## config.mk

```make
export PLATFORM = sky130hd
export DESIGN_NAME = led_display_ctrl
export DESIGN_NICKNAME = d
export VERILOG_FILES = /design/src/rtl/led_pkg.sv /design/src/rtl/tick_gen.sv /design/src/rtl/led_display_ctrl.sv
export SDC_FILE = /design/constraint.sdc
export NUM_CORES = 1
export LEC_CHECK = 0
export ABC_AREA = 1
export CAP_MARGIN = 0
export CORE_UTILIZATION = 55
export DETAILED_ROUTE_END_ITERATION = 12
export PLACE_DENSITY = 0.74
export SLEW_MARGIN = 15
export SYNTH_ARGS = -nofsm -noshare
export SYNTH_HDL_FRONTEND = slang
export SYNTH_HIERARCHICAL = 1
export SYNTH_SLANG_ARGS = --single-unit
```

## constraint.sdc

```tcl
create_clock -name clk -period 4.6 [get_ports clk]
set_input_delay 1.15 -clock clk [delete_from_list [all_inputs] [get_ports clk]]
set_output_delay 1.15 -clock clk [all_outputs]
set_load 0.01 [all_outputs]
```

## src/rtl/led_pkg.sv

```systemverilog
// rtl/led_pkg.sv - shared types, LED polarity constants and timing helper for the LED display
package led_pkg;

  typedef enum logic [1:0] {
    OFF    = 2'd0,
    STATIC = 2'd1,
    BLINK  = 2'd2,
    SCAN   = 2'd3
  } mode_e;

  localparam logic LED_ON  = 1'b0;
  localparam logic LED_OFF = 1'b1;

  function automatic int tick_div(input int clk_hz, input int blink_hz);
    return clk_hz / (2 * blink_hz);
  endfunction

endpackage

```

## src/rtl/tick_gen.sv

```systemverilog
// rtl/tick_gen.sv - prescaler producing a one-cycle tick every DIV clocks, with synchronous clear
module tick_gen #(
  parameter int DIV = 10
) (
  input  logic clk,
  input  logic rst_n,
  input  logic clr,
  output logic tick
);

  localparam int CW = (DIV > 1) ? $clog2(DIV) : 1;

  logic [CW-1:0] cnt_q, cnt_d;

  assign tick = (cnt_q == CW'(DIV - 1));

  always_comb begin
    cnt_d = cnt_q + CW'(1);
    if (clr || tick) begin
      cnt_d = '0;
    end
  end

  always_ff @(posedge clk or negedge rst_n) begin
    if (!rst_n) begin
      cnt_q <= '0;
    end else begin
      cnt_q <= cnt_d;
    end
  end

endmodule

```

## src/rtl/led_display_ctrl.sv

```systemverilog
// rtl/led_display_ctrl.sv - latches a value and drives an active-low LED bank with mode, PWM and change flag
module led_display_ctrl #(
  parameter int N_LEDS   = 6,
  parameter int DATA_W   = 4,
  parameter int CLK_HZ   = 27_000_000,
  parameter int BLINK_HZ = 2,
  parameter int PWM_BITS = 4
) (
  input  logic                clk,
  input  logic                rst_n,
  input  logic [DATA_W-1:0]   data,
  input  logic                data_valid,
  input  logic [1:0]          mode,
  input  logic [PWM_BITS-1:0] brightness,
  output logic [N_LEDS-1:0]   leds
);

  import led_pkg::*;

  localparam int TICK_DIV = tick_div(CLK_HZ, BLINK_HZ);
  localparam int PW       = (N_LEDS > 1) ? $clog2(N_LEDS) : 1;
  localparam int FW       = $clog2(TICK_DIV + 1);
  localparam bit FLAG_EN  = (N_LEDS > DATA_W);

  logic [DATA_W-1:0]   data_q, data_d;
  mode_e               mode_q, mode_d;
  logic                phase_q, phase_d;
  logic [PW-1:0]       pos_q, pos_d;
  logic [PWM_BITS-1:0] pwm_cnt_q, pwm_cnt_d;
  logic [FW-1:0]       flag_q, flag_d;
  logic [N_LEDS-1:0]   leds_q, leds_d;

  logic              mode_chg;
  logic              tick;
  logic              gate;
  logic [N_LEDS-1:0] data_vec, flag_vec, scan_vec, pattern;

  assign mode_chg = (mode_e'(mode) != mode_q);

  tick_gen #(
    .DIV (TICK_DIV)
  ) u_tick_gen (
    .clk   (clk),
    .rst_n (rst_n),
    .clr   (mode_chg),
    .tick  (tick)
  );

  always_comb begin
    data_d    = data_valid ? data : data_q;
    mode_d    = mode_e'(mode);
    pwm_cnt_d = pwm_cnt_q + PWM_BITS'(1);

    // A mode change restarts the blink/scan timing, overriding any tick on the same edge.
    phase_d = phase_q;
    pos_d   = pos_q;
    if (mode_chg) begin
      phase_d = 1'b0;
      pos_d   = '0;
    end else if (tick) begin
      phase_d = ~phase_q;
      pos_d   = (pos_q == PW'(N_LEDS - 1)) ? '0 : pos_q + PW'(1);
    end

    flag_d = flag_q;
    if (data_valid && (data != data_q)) begin
      flag_d = FW'(TICK_DIV);
    end else if (flag_q != '0) begin
      flag_d = flag_q - FW'(1);
    end
  end

  always_comb begin
    data_vec = N_LEDS'(data_q);
    flag_vec = (FLAG_EN && (flag_q != '0)) ? (N_LEDS'(1) << DATA_W) : '0;
    scan_vec = N_LEDS'(1) << pos_q;
    gate     = (&brightness) || (pwm_cnt_q < brightness);

    pattern = '0;
    case (mode_q)
      STATIC:  pattern = data_vec | flag_vec;
      BLINK:   pattern = (phase_q ? data_vec : '0) | flag_vec;
      SCAN:    pattern = scan_vec;
      default: pattern = '0;
    endcase

    leds_d = ~(pattern & {N_LEDS{gate}});
  end

  always_ff @(posedge clk or negedge rst_n) begin
    if (!rst_n) begin
      data_q    <= '0;
      mode_q    <= OFF;
      phase_q   <= 1'b0;
      pos_q     <= '0;
      pwm_cnt_q <= '0;
      flag_q    <= '0;
      leds_q    <= {N_LEDS{LED_OFF}};
    end else begin
      data_q    <= data_d;
      mode_q    <= mode_d;
      phase_q   <= phase_d;
      pos_q     <= pos_d;
      pwm_cnt_q <= pwm_cnt_d;
      flag_q    <= flag_d;
      leds_q    <= leds_d;
    end
  end

  assign leds = leds_q;

endmodule
```

==> results of run 1 <==
[flip-flops by register name (all words and copies together) (netlist names)]
register and cells:
flag_q 23, u_tick_gen/cnt_q 23, leds 6, data_q 4, pwm_cnt_q 4, pos_q 3, mode_q 2, phase_q 1
[synthesized netlist by cell type, types with 8 or more instances]
cell type,n,area (sq um)
xnor2_1,8,70.1
o21ai_0,14,70.1
xor2_1,9,78.8
nand4_1,17,106
nor2_2,8,50.1
inv_1,77,289
nand3_1,37,185
dfrtp_1,60,1500
nor2_1,91,342
nand2_1,141,529
ha_1,10,125
[worst min path at each step]
| stage | slack (ns) | from | end |
|---|---|---|---|
| 2_1_floorplan | 0.44 | pwm_cnt_q[0]$_DFF_PN0_ | pwm_cnt_q[0]$_DFF_PN0_ |
| 3_3_place_gp | 0.46 | flag_q[22]$_DFFE_PN0P_ | flag_q[22]$_DFFE_PN0P_ |
| 3_5_place_dp | 0.47 | flag_q[22]$_DFFE_PN0P_ | flag_q[22]$_DFFE_PN0P_ |
| 4_1_cts | 0.48 | pwm_cnt_q[0]$_DFF_PN0_ | pwm_cnt_q[0]$_DFF_PN0_ |
| 5_1_grt | 0.52 | pwm_cnt_q[0]$_DFF_PN0_ | pwm_cnt_q[0]$_DFF_PN0_ |
| 6_report | 0.48 | pwm_cnt_q[0]$_DFF_PN0_ | pwm_cnt_q[0]$_DFF_PN0_ |
[report_power, final]
group	leakage, nW	total [mW]	switching, mW	internal, mW
clock network	0.137	0.665	0.233	0.432
logic	1.18	0.139	0.0914	0.0479
registers	0.808	0.621	0.0172	0.604
total	2.12	1.43	0.342	1.08
[routing by layer]
layer | GRT usage [%] | share of wire, % | up-vias
met1 | 32.1 | 46 | 1526
met3 | 4.52 | 6.1 | 13
met5 | 0 | 0 | -
met2 | 38.0 | 46 | 108
li1 | - | - | 1683
met4 | 10.0 | 1.5 | 0
[cell type report]
cell class / count / area, sq um / share of cell area (%)
Inverter: 78 / 293 / 6.63
Clock inverter: 6 / 138 / 3.12
Sequential cell: 66 / 1660 / 37.6
Tap cell: 96 / 120 / 2.72
Timing Repair Buffer: 19 / 183 / 4.13
Multi-Input combinational cell: 373 / 1890 / 42.7
Clock buffer: 10 / 138 / 3.12
[cells by family (layout without fill, tap and decap cells)]
kind of cell / after synthesis / in the layout / synth area share, %
XOR/XNOR: 17 / 17 / 3.83
AND/OR/NAND/NOR: 318 / 318 / 37.3
buffers and inverters: 84 / 113 / 8.81
flip-flops: 66 / 66 / 42.7
adder cells (fa/ha/maj): 10 / 10 / 3.22
AO/OA/AOI/OAI: 28 / 28 / 4.15
[worst max-delay path: cells and delay by family]
kind	cells	cell delay (ns)
and+or+nand+nor	7	1.15
buffers and inverters	3	0.67
[stage by stage]
stage	cell area [sq um]	total power, mW	util (%)
detailed placement	4140	0.772	60.6
CTS	4420	1.44	64.7
floorplan	3890	0.723	-
global route	4420	1.48	64.7
global placement	4140	0.768	60.6
finish	4420	1.43	64.7
==> run summary, run 1 <==
Status: completed
Cell-by-cell trace of the critical path: clkdlybuf4s50_1 -> inv_1 -> nand2_1 -> nand2_1 -> nor2_1 -> nand2_1 -> nand2_1 -> nand2_1 -> inv_1 -> nor2_1
Num rows: 30
Total CTS buffers: 9
Ports: 19
Layout cells sized above 1: 9.60%
First-pass GRT wire length: 13,800 microns
Pwr/cell area: 323 nW/um^2
Initial core utilization: 56.9%
Height of the die: 86.1 microns
Hold Crit Class: flip-flop to flip-flop
CP Data Required Time: 4.84 ns
Synthesized instance count: 523
F_max: 369 MHz
Port Buf Inserts: 18
Crit-path max cell delay: 0.61 ns
Most frequent cells in the layout: nand2_1, nor2_1, inv_1, dfrtp_1, nand3_1
DIE AREA: 7410 sq um
Wire per inst: 12.1 microns
Routed via count: 3,330
Type of origin of the critical path: input port
Pleak: 2.12 nW
CP Launch Point: data[1]
Hold_ws: 0.480 ns
Clock Path Buffers: 2
Grt total ovfl: 0
Worst-path maximum fanout: 24
Post-DRT Antenna Nets: 0
Least-Margin Pin Slew: 0.831 ns
Seq/Total Area, Yosys: 42.7%
Slew HR: 44.5%
Crit. End Element: flip-flop
DR vias/cell: 5.14
Post-Syn Area: 3890 sq um
Fin. Hold Viols: 0
R2R Setup Slk: 2.82 ns
Initial drt markers: 213
R2r worst-path depth: 9
Netlist cell types: 33
Syn_nets: 546
Fin crit share: 59.0%
Layout area overhead: 13.6%
Initial antenna violation count: 0
Final worst clock skew: 0.0153 ns
TritonRoute pass-1 iters: 5
Reg clk slew, reported paths: 0.08 ns
CTS resizes: 0
Critical Path Sink: flag_q[19]$_DFFE_PN0P_
Post-placement cell count: 632
Reg2reg start: data_q[1]$_DFFE_PN0P_
DIE WIDTH: 86.1 microns
Vias in the first global route: 3,086
Slew Viols, Final: 0
RSZ-0062 raised after global routing: no
CP Data Arrival Time: 2.95 ns
Sink Count: 66
N_diodes: 0
Nets: 570
WHS Path Cells: 1
GRT Overall Usage: 23.9%
Setup repair bufs after CTS: 0
Drt total wl: 7840 microns
Ys async rst share: 100%
Pre-CTS setup slack: 1.53 ns
Gp weighted congestion: 0.912
CTS tree: built
Root buf cell: clkbuf_8
EDFF count, synth: 0
Setup-failing EPs final: 0
CP most frequent cell: nand2_1
Syn avg cell area: 7.44 sq um
Worst VDD drop: 0.000253 V
Pin count of the biggest net entering global routing: 47
Yosys reg bits: 66
Synth Flop Type: dfrtp_1
Max_cap viols: 0
Post-CTS Hold Fix Bufs: 0
Commonest non-fill, non-tap cell in the layout: nand2_1
Final Non-Filler Cells: 648
Worst-skew pair later-pin latency: 0.35 ns
H-tree levels: 3
Yosys synthesis warning count: 6
Fin worst setup slack: 1.89 ns
Core footprint: 6830 sq um
Setup TNS: 0 ns
Setup CP Type: input port to flip-flop
DRC violations left: 0
Dpl hpwl: 5700 microns
RR Endpoint: flag_q[19]$_DFFE_PN0P_
Period minus WS final: 2.71 ns
Slowest cell on crit path: nand2_1
Fillers: 605
No activity file was read; power rests on OpenSTA's default activity.
==> run 2, diff against run 1 <==
==> constraint.sdc (replaced) <==
create_clock -name clk -period 2.8 [get_ports clk]
set_input_delay 0.7 -clock clk [delete_from_list [all_inputs] [get_ports clk]]
set_output_delay 0.7 -clock clk [all_outputs]
set_load 0.01 [all_outputs]
==> run summary, run 2 (synthesis results as in run 1) <==
DIE WIDTH: 86.1 microns (unchanged)
Max_cap viols: 0 (unchanged)
Hold Crit Class: input port to async pin
R2R Setup Slk: 1.08 ns (-1.74 ns)
Final worst clock skew: 0.00753 ns (-0.00778 ns)
Layout cells sized above 1: 9.76% (+0.16 points)
Fin crit share: 74.8%
Setup TNS: 0 ns (unchanged)
CP Data Arrival Time: 1.39 ns (-1.56 ns)
CP Launch Point: leds[1]$_DFF_PN1_
Layout area overhead: 12.3%
Reg2reg start: u_tick_gen/cnt_q[0]$_DFF_PN0_
Gp weighted congestion: 0.875 (-4.1%)
Dpl hpwl: 5580 microns (-2.1%)
Reg clk slew, reported paths: 0.08 ns (about the same)
CTS resizes: 0 (unchanged)
Sink Count: 66 (unchanged)
Ports: 19 (unchanged)
RSZ-0062 raised after global routing: no
Family with the most delay on the worst path: buffers and inverters
CP Data Required Time: 2.10 ns (-2.74 ns)
Worst-skew pair later-pin latency: 0.34 ns (about the same)
Initial drt markers: 223 (+4.7%)
F_max: 477 MHz
Least-Margin Pin Slew: 0.375 ns (-0.456 ns)
Port Buf Inserts: 18 (unchanged)
Most frequent cells in the layout: nand2_1, nor2_1, inv_1, dfrtp_1, nand3_1
Num rows: 30 (unchanged)
Grt total ovfl: 0 (unchanged)
Slew HR: 75.0% (+31 points)
Total CTS buffers: 9 (unchanged)
Pin count of the biggest net entering global routing: 67 (+43%)
N_diodes: 0 (unchanged)
Status: completed
Pwr/cell area: 474 nW/um^2 (+47%)
Post-DRT Antenna Nets: 0 (unchanged)
Nets: 571 (+0.18%)
R2r worst-path depth: 7 (-2)
Initial antenna violation count: 0 (unchanged)
H-tree levels: 3 (unchanged)
Worst VDD drop: 0.000288 V (+14%)
DRC violations left: 0 (unchanged)
Initial core utilization: 56.9% (unchanged)
Drt total wl: 7670 microns (-2.1%)
Pleak: 2.09 nW (-1.5%)
Routed via count: 3,268 (-1.9%)
Setup-failing EPs final: 0 (unchanged)
Number of buffers and inverters on the critical path: 1 (-2)
Period minus WS final: 2.09 ns
Slowest cell on crit path: clkdlybuf4s50_1
Type of origin of the critical path: flip-flop
First-pass GRT wire length: 13,700 microns (-0.75%)
Cell-by-cell trace of the critical path: clkdlybuf4s50_1
Height of the die: 86.1 microns (unchanged)
GRT Overall Usage: 23.6% (-0.33 points)
Power Total: 2.07 mW (+45%)
Worst-path maximum fanout: 1 (-96%)
Fillers: 596 (-1.5%)
Clock Path Buffers: 2 (unchanged)
CTS tree: built
Vias in the first global route: 3,175 (+2.9%)
Slew Viols, Final: 0 (unchanged)
Crit-path max cell delay: 0.53 ns (-0.08 ns)
Critical Path Sink: leds[1]
RR Endpoint: pos_q[0]$_DFFE_PN0P_
Core footprint: 6830 sq um (unchanged)
Crit path depth: 1 (-9)
Crit. End Element: primary output
DIE AREA: 7410 sq um (unchanged)
Commonest non-fill, non-tap cell in the layout: nand2_1
Fin. Hold Viols: 0 (unchanged)
Root buf cell: clkbuf_8
TritonRoute pass-1 iters: 4 (-1)
Wire per inst: 11.8 microns (-2.3%)
Post-CTS Hold Fix Bufs: 0 (unchanged)
DR vias/cell: 5.04 (-2.0%)
Setup CP Type: flip-flop to primary output
Setup repair bufs after CTS: 0 (unchanged)
==> run 2: cell types whose count changed in the layout (fill, tap and decap cells not counted), sizes merged <==
cell | before | now
bufinv | 4 | 1
buf | 2 | 3
clkinvlp | 0 | 3
==> run 2: power by group <==
| group | switching (mW) | internal, mW |
|---|---|---|
| sequential | 0.0317 | 0.992 |
| combinational | 0.150 | 0.0826 |
| clock | 0.380 | 0.435 |
| total | 0.562 | 1.51 |
==> run 2: per-layer routing <==
layer,routed length [microns],GRT usage [%],share of wire [%],up-vias
met2,3520,37.8,46,69
met4,161,11.7,2.1,0
met3,320,4.04,4.2,16
met1,3670,30.9,48,1500
met5,0,0,0,-
li1,-,-,-,1683
==> run 2: worst min-delay path by stage <==
stage / startpoint / to / slack (ns) / depth (start not counted)
floorplan: rst_n / data_q[0]$_DFFE_PN0P_ / 0.40 / 0
global placement: flag_q[22]$_DFFE_PN0P_ / flag_q[22]$_DFFE_PN0P_ / 0.46 / 2
detailed placement: pwm_cnt_q[0]$_DFF_PN0_ / pwm_cnt_q[0]$_DFF_PN0_ / 0.46 / 1
CTS: rst_n / u_tick_gen/cnt_q[15]$_DFF_PN0_ / 0.36 / 2
global route: rst_n / u_tick_gen/cnt_q[15]$_DFF_PN0_ / 0.40 / 2
finish: rst_n / u_tick_gen/cnt_q[15]$_DFF_PN0_ / 0.35 / 2
==> run 2: area by class of cell <==
type,count,area [sq um],share of cell area [%]
sequential,66,1660,38.0
clock inverter,6,66.3,1.52
tap,96,120,2.75
timing repair buffer,20,203,4.64
multi-input combinational,373,1890,43.2
inverter,78,293,6.70
clock buffer,10,138,3.15
==> run 2: stage by stage <==
stage / util [%] / std cells / hold slack (ns) / setup WS [ns] / area, sq um
global route: 63.9 / 649 / 0.397 / 0.653 / 4370
global placement: 60.9 / 633 / 0.459 / 0.496 / 4160
detailed placement: 60.9 / 633 / 0.463 / 0.470 / 4160
floorplan: - / 523 / 0.404 / 1.14 / 3890
CTS: 63.9 / 649 / 0.364 / 0.686 / 4370
finish: 63.9 / 649 / 0.350 / 0.705 / 4370
==> run 3, diff against run 2 <==
--- a/config.mk
+++ b/config.mk
@@ -9,7 +9,7 @@
 export CAP_MARGIN = 0
 export CORE_UTILIZATION = 55
 export DETAILED_ROUTE_END_ITERATION = 12
-export PLACE_DENSITY = 0.74
+export PLACE_DENSITY = 0.77
 export SLEW_MARGIN = 15
 export SYNTH_ARGS = -nofsm -noshare
 export SYNTH_HDL_FRONTEND = slang
==> constraint.sdc (replaced) <==
create_clock -name clk -period 1.87 [get_ports clk]
set_input_delay 0.4675 -clock clk [delete_from_list [all_inputs] [get_ports clk]]
set_output_delay 0.4675 -clock clk [all_outputs]
set_load 0.01 [all_outputs]
==> run summary, run 3 (synthesis results as in run 1) <==
Status: completed
DIE AREA: 7410 sq um (unchanged)
Fin. Hold Viols: 0 (unchanged)
Least-Margin Pin Slew: 0.451 ns (+0.0764 ns)
Worst VDD drop: 0.000443 V (+54%)
Post-placement cell count: 638 (+0.79%)
Core footprint: 6830 sq um (unchanged)
Layout area overhead: 14.9%
R2r worst-path depth: 7 (unchanged)
Post-DRT Antenna Nets: 0 (unchanged)
Gp weighted congestion: 0.883 (+0.90%)
GRT Overall Usage: 23.0% (-0.55 points)
Reg2reg start: u_tick_gen/cnt_q[0]$_DFF_PN0_
Fin worst setup slack: 0.175 ns (-0.530 ns)
CTS tree: built
DR vias/cell: 5.02 (-0.40%)
Worst-path maximum fanout: 6 (+5)
Wire per inst: 11.6 microns (-1.5%)
Register area: 1660 sq um (unchanged)
Most Crowded Layer GR: met2
Sink Count: 66 (unchanged)
Cell-by-cell trace of the critical path: ha_2 -> nand3_1 -> nor2_1 -> nand3_2 -> inv_2 -> nor2_1 -> a211oi_1
Slowest cell on crit path: dfrtp_1
H-tree levels: 3 (unchanged)
R2R Setup Slk: 0.18 ns (-0.90 ns)
Ports: 19 (unchanged)
Multi-input gate area: 1890 sq um (+0.13%)
Fin crit share: 90.6%
Dpl cell area: 4200 sq um (+0.90%)
N_diodes: 0 (unchanged)
Crit-path max cell delay: 0.41 ns (-0.12 ns)
Type of origin of the critical path: flip-flop
Final core occ: 65.4% (+1.5 points)
Nets: 576 (+0.88%)
CP Data Required Time: 2.10 ns (about the same)
Most frequent cells in the layout: nand2_1, nor2_1, inv_1, dfrtp_1, nand3_1
Total CTS buffers: 9 (unchanged)
TritonRoute pass-1 iters: 4 (unchanged)
DRC violations left: 0 (unchanged)
Initial core utilization: 56.9% (unchanged)
RR Endpoint: pos_q[2]$_DFFE_PN0P_
Initial drt markers: 220 (-1.3%)
Setup-failing EPs final: 0 (unchanged)
Port Buf Inserts: 18 (unchanged)
First-pass GRT wire length: 13,300 microns (-2.8%)
Max_cap viols: 0 (unchanged)
Slew Viols, Final: 0 (unchanged)
Pleak: 2.14 nW (+2.6%)
Pin count of the biggest net entering global routing: 67 (unchanged)
Setup CP Type: flip-flop to flip-flop
Post-CTS Hold Fix Bufs: 0 (unchanged)
DIE WIDTH: 86.1 microns (unchanged)
Drt total wl: 7620 microns (-0.69%)
Final Instance Area: 4470 sq um (+2.4%)
Commonest non-fill, non-tap cell in the layout: nand2_1
Clock Path Buffers: 2 (unchanged)
Dpl hpwl: 5550 microns (-0.47%)
Final worst clock skew: 0.0119 ns (+0.00439 ns)
Final Non-Filler Cells: 654 (+0.77%)
RSZ-0062 raised after global routing: no
Pre-CTS setup slack: -0.173 ns (-0.642 ns)
Period minus WS final: 1.69 ns
Crit. End Element: flip-flop
CP most frequent cell: nor2_1
Worst-skew pair later-pin latency: 0.34 ns (about the same)
Pwr/cell area: 782 nW/um^2 (+65%)
Vias in the first global route: 3,120 (-1.7%)
Hold Crit Class: input port to async pin
Num rows: 30 (unchanged)
Critical Path Sink: pos_q[2]$_DFFE_PN0P_
Met1 usage: 30.2% (-0.68 points)
Reg clk slew, reported paths: 0.07 ns (about the same)
Initial antenna violation count: 0 (unchanged)
Layout cells sized above 1: 10.9% (+1.2 points)
Grt total ovfl: 0 (unchanged)
CP Launch Point: u_tick_gen/cnt_q[0]$_DFF_PN0_
Met3 Use GR: 3.66% (-0.38 points)
Met2 usage: 37.2% (-0.65 points)
F_max: 590 MHz
CP Data Arrival Time: 1.93 ns (+0.54 ns)
Root buf cell: clkbuf_8
Fillers: 625 (+4.9%)
Setup repair bufs after CTS: 0 (unchanged)
Slew HR: 69.6% (-5.4 points)
Routed via count: 3,280 (+0.37%)
CTS resizes: 6 (+6)
Height of the die: 86.1 microns (unchanged)
## run 3: how the worst min path moves through the flow
| stage | startpoint | to | slack [ns] | cells after the start |
|---|---|---|---|---|
| after global routing | rst_n | u_tick_gen/cnt_q[17]$_DFF_PN0_ | 0.17 | 2 |
| after detailed placement | flag_q[22]$_DFFE_PN0P_ | flag_q[22]$_DFFE_PN0P_ | 0.46 | 2 |
| after global placement | flag_q[22]$_DFFE_PN0P_ | flag_q[22]$_DFFE_PN0P_ | 0.46 | 2 |
| final | rst_n | u_tick_gen/cnt_q[17]$_DFF_PN0_ | 0.13 | 2 |
| after floorplan | rst_n | data_q[0]$_DFFE_PN0P_ | 0.17 | 0 |
| after CTS | rst_n | u_tick_gen/cnt_q[22]$_DFF_PN0_ | 0.14 | 2 |
## run 3: layer usage
layer / routed length (microns) / part of all wire, %
met1: 3590 / 47
met2: 3580 / 47
met3: 311 / 4.1
met4: 138 / 1.8
met5: 0 / 0
## run 3: cell type report
type / count / area share [%]
Clock buffer: 10 / 3.08
Inverter: 78 / 6.55
Tap cell: 96 / 2.69
Multi-Input combinational cell: 373 / 42.3
Clock inverter: 6 / 3.08
Timing Repair Buffer: 25 / 5.21
Sequential cell: 66 / 37.1
## run 3: report_power, final
group	internal [mW]	total, mW	leakage, nW	switching (mW)
Combinational	0.131	0.356	1.20	0.225
Clock	1.06	1.61	0.137	0.551
Sequential	1.49	1.53	0.808	0.0417
## run 3: worst max-delay path, delay by kind of cell (launching register included)
kind	cells	cell delay, ns
AND/OR/NAND/NOR	4	0.53
flip-flops	1	0.41
AO/OA/AOI/OAI	1	0.26
adder cells (fa/ha/maj)	1	0.24
buffers and inverters	1	0.14
## run 3: per-stage QoR
stage          hold slack [ns]  setup TNS, ns  power [mW]
2_1_floorplan            0.172              0        1.78
3_3_place_gp             0.457         -0.727        1.91
3_5_place_dp             0.462         -0.870        1.92
4_1_cts                  0.142              0        3.53
5_1_grt                  0.173              0        3.63
6_report                 0.130              0        3.50
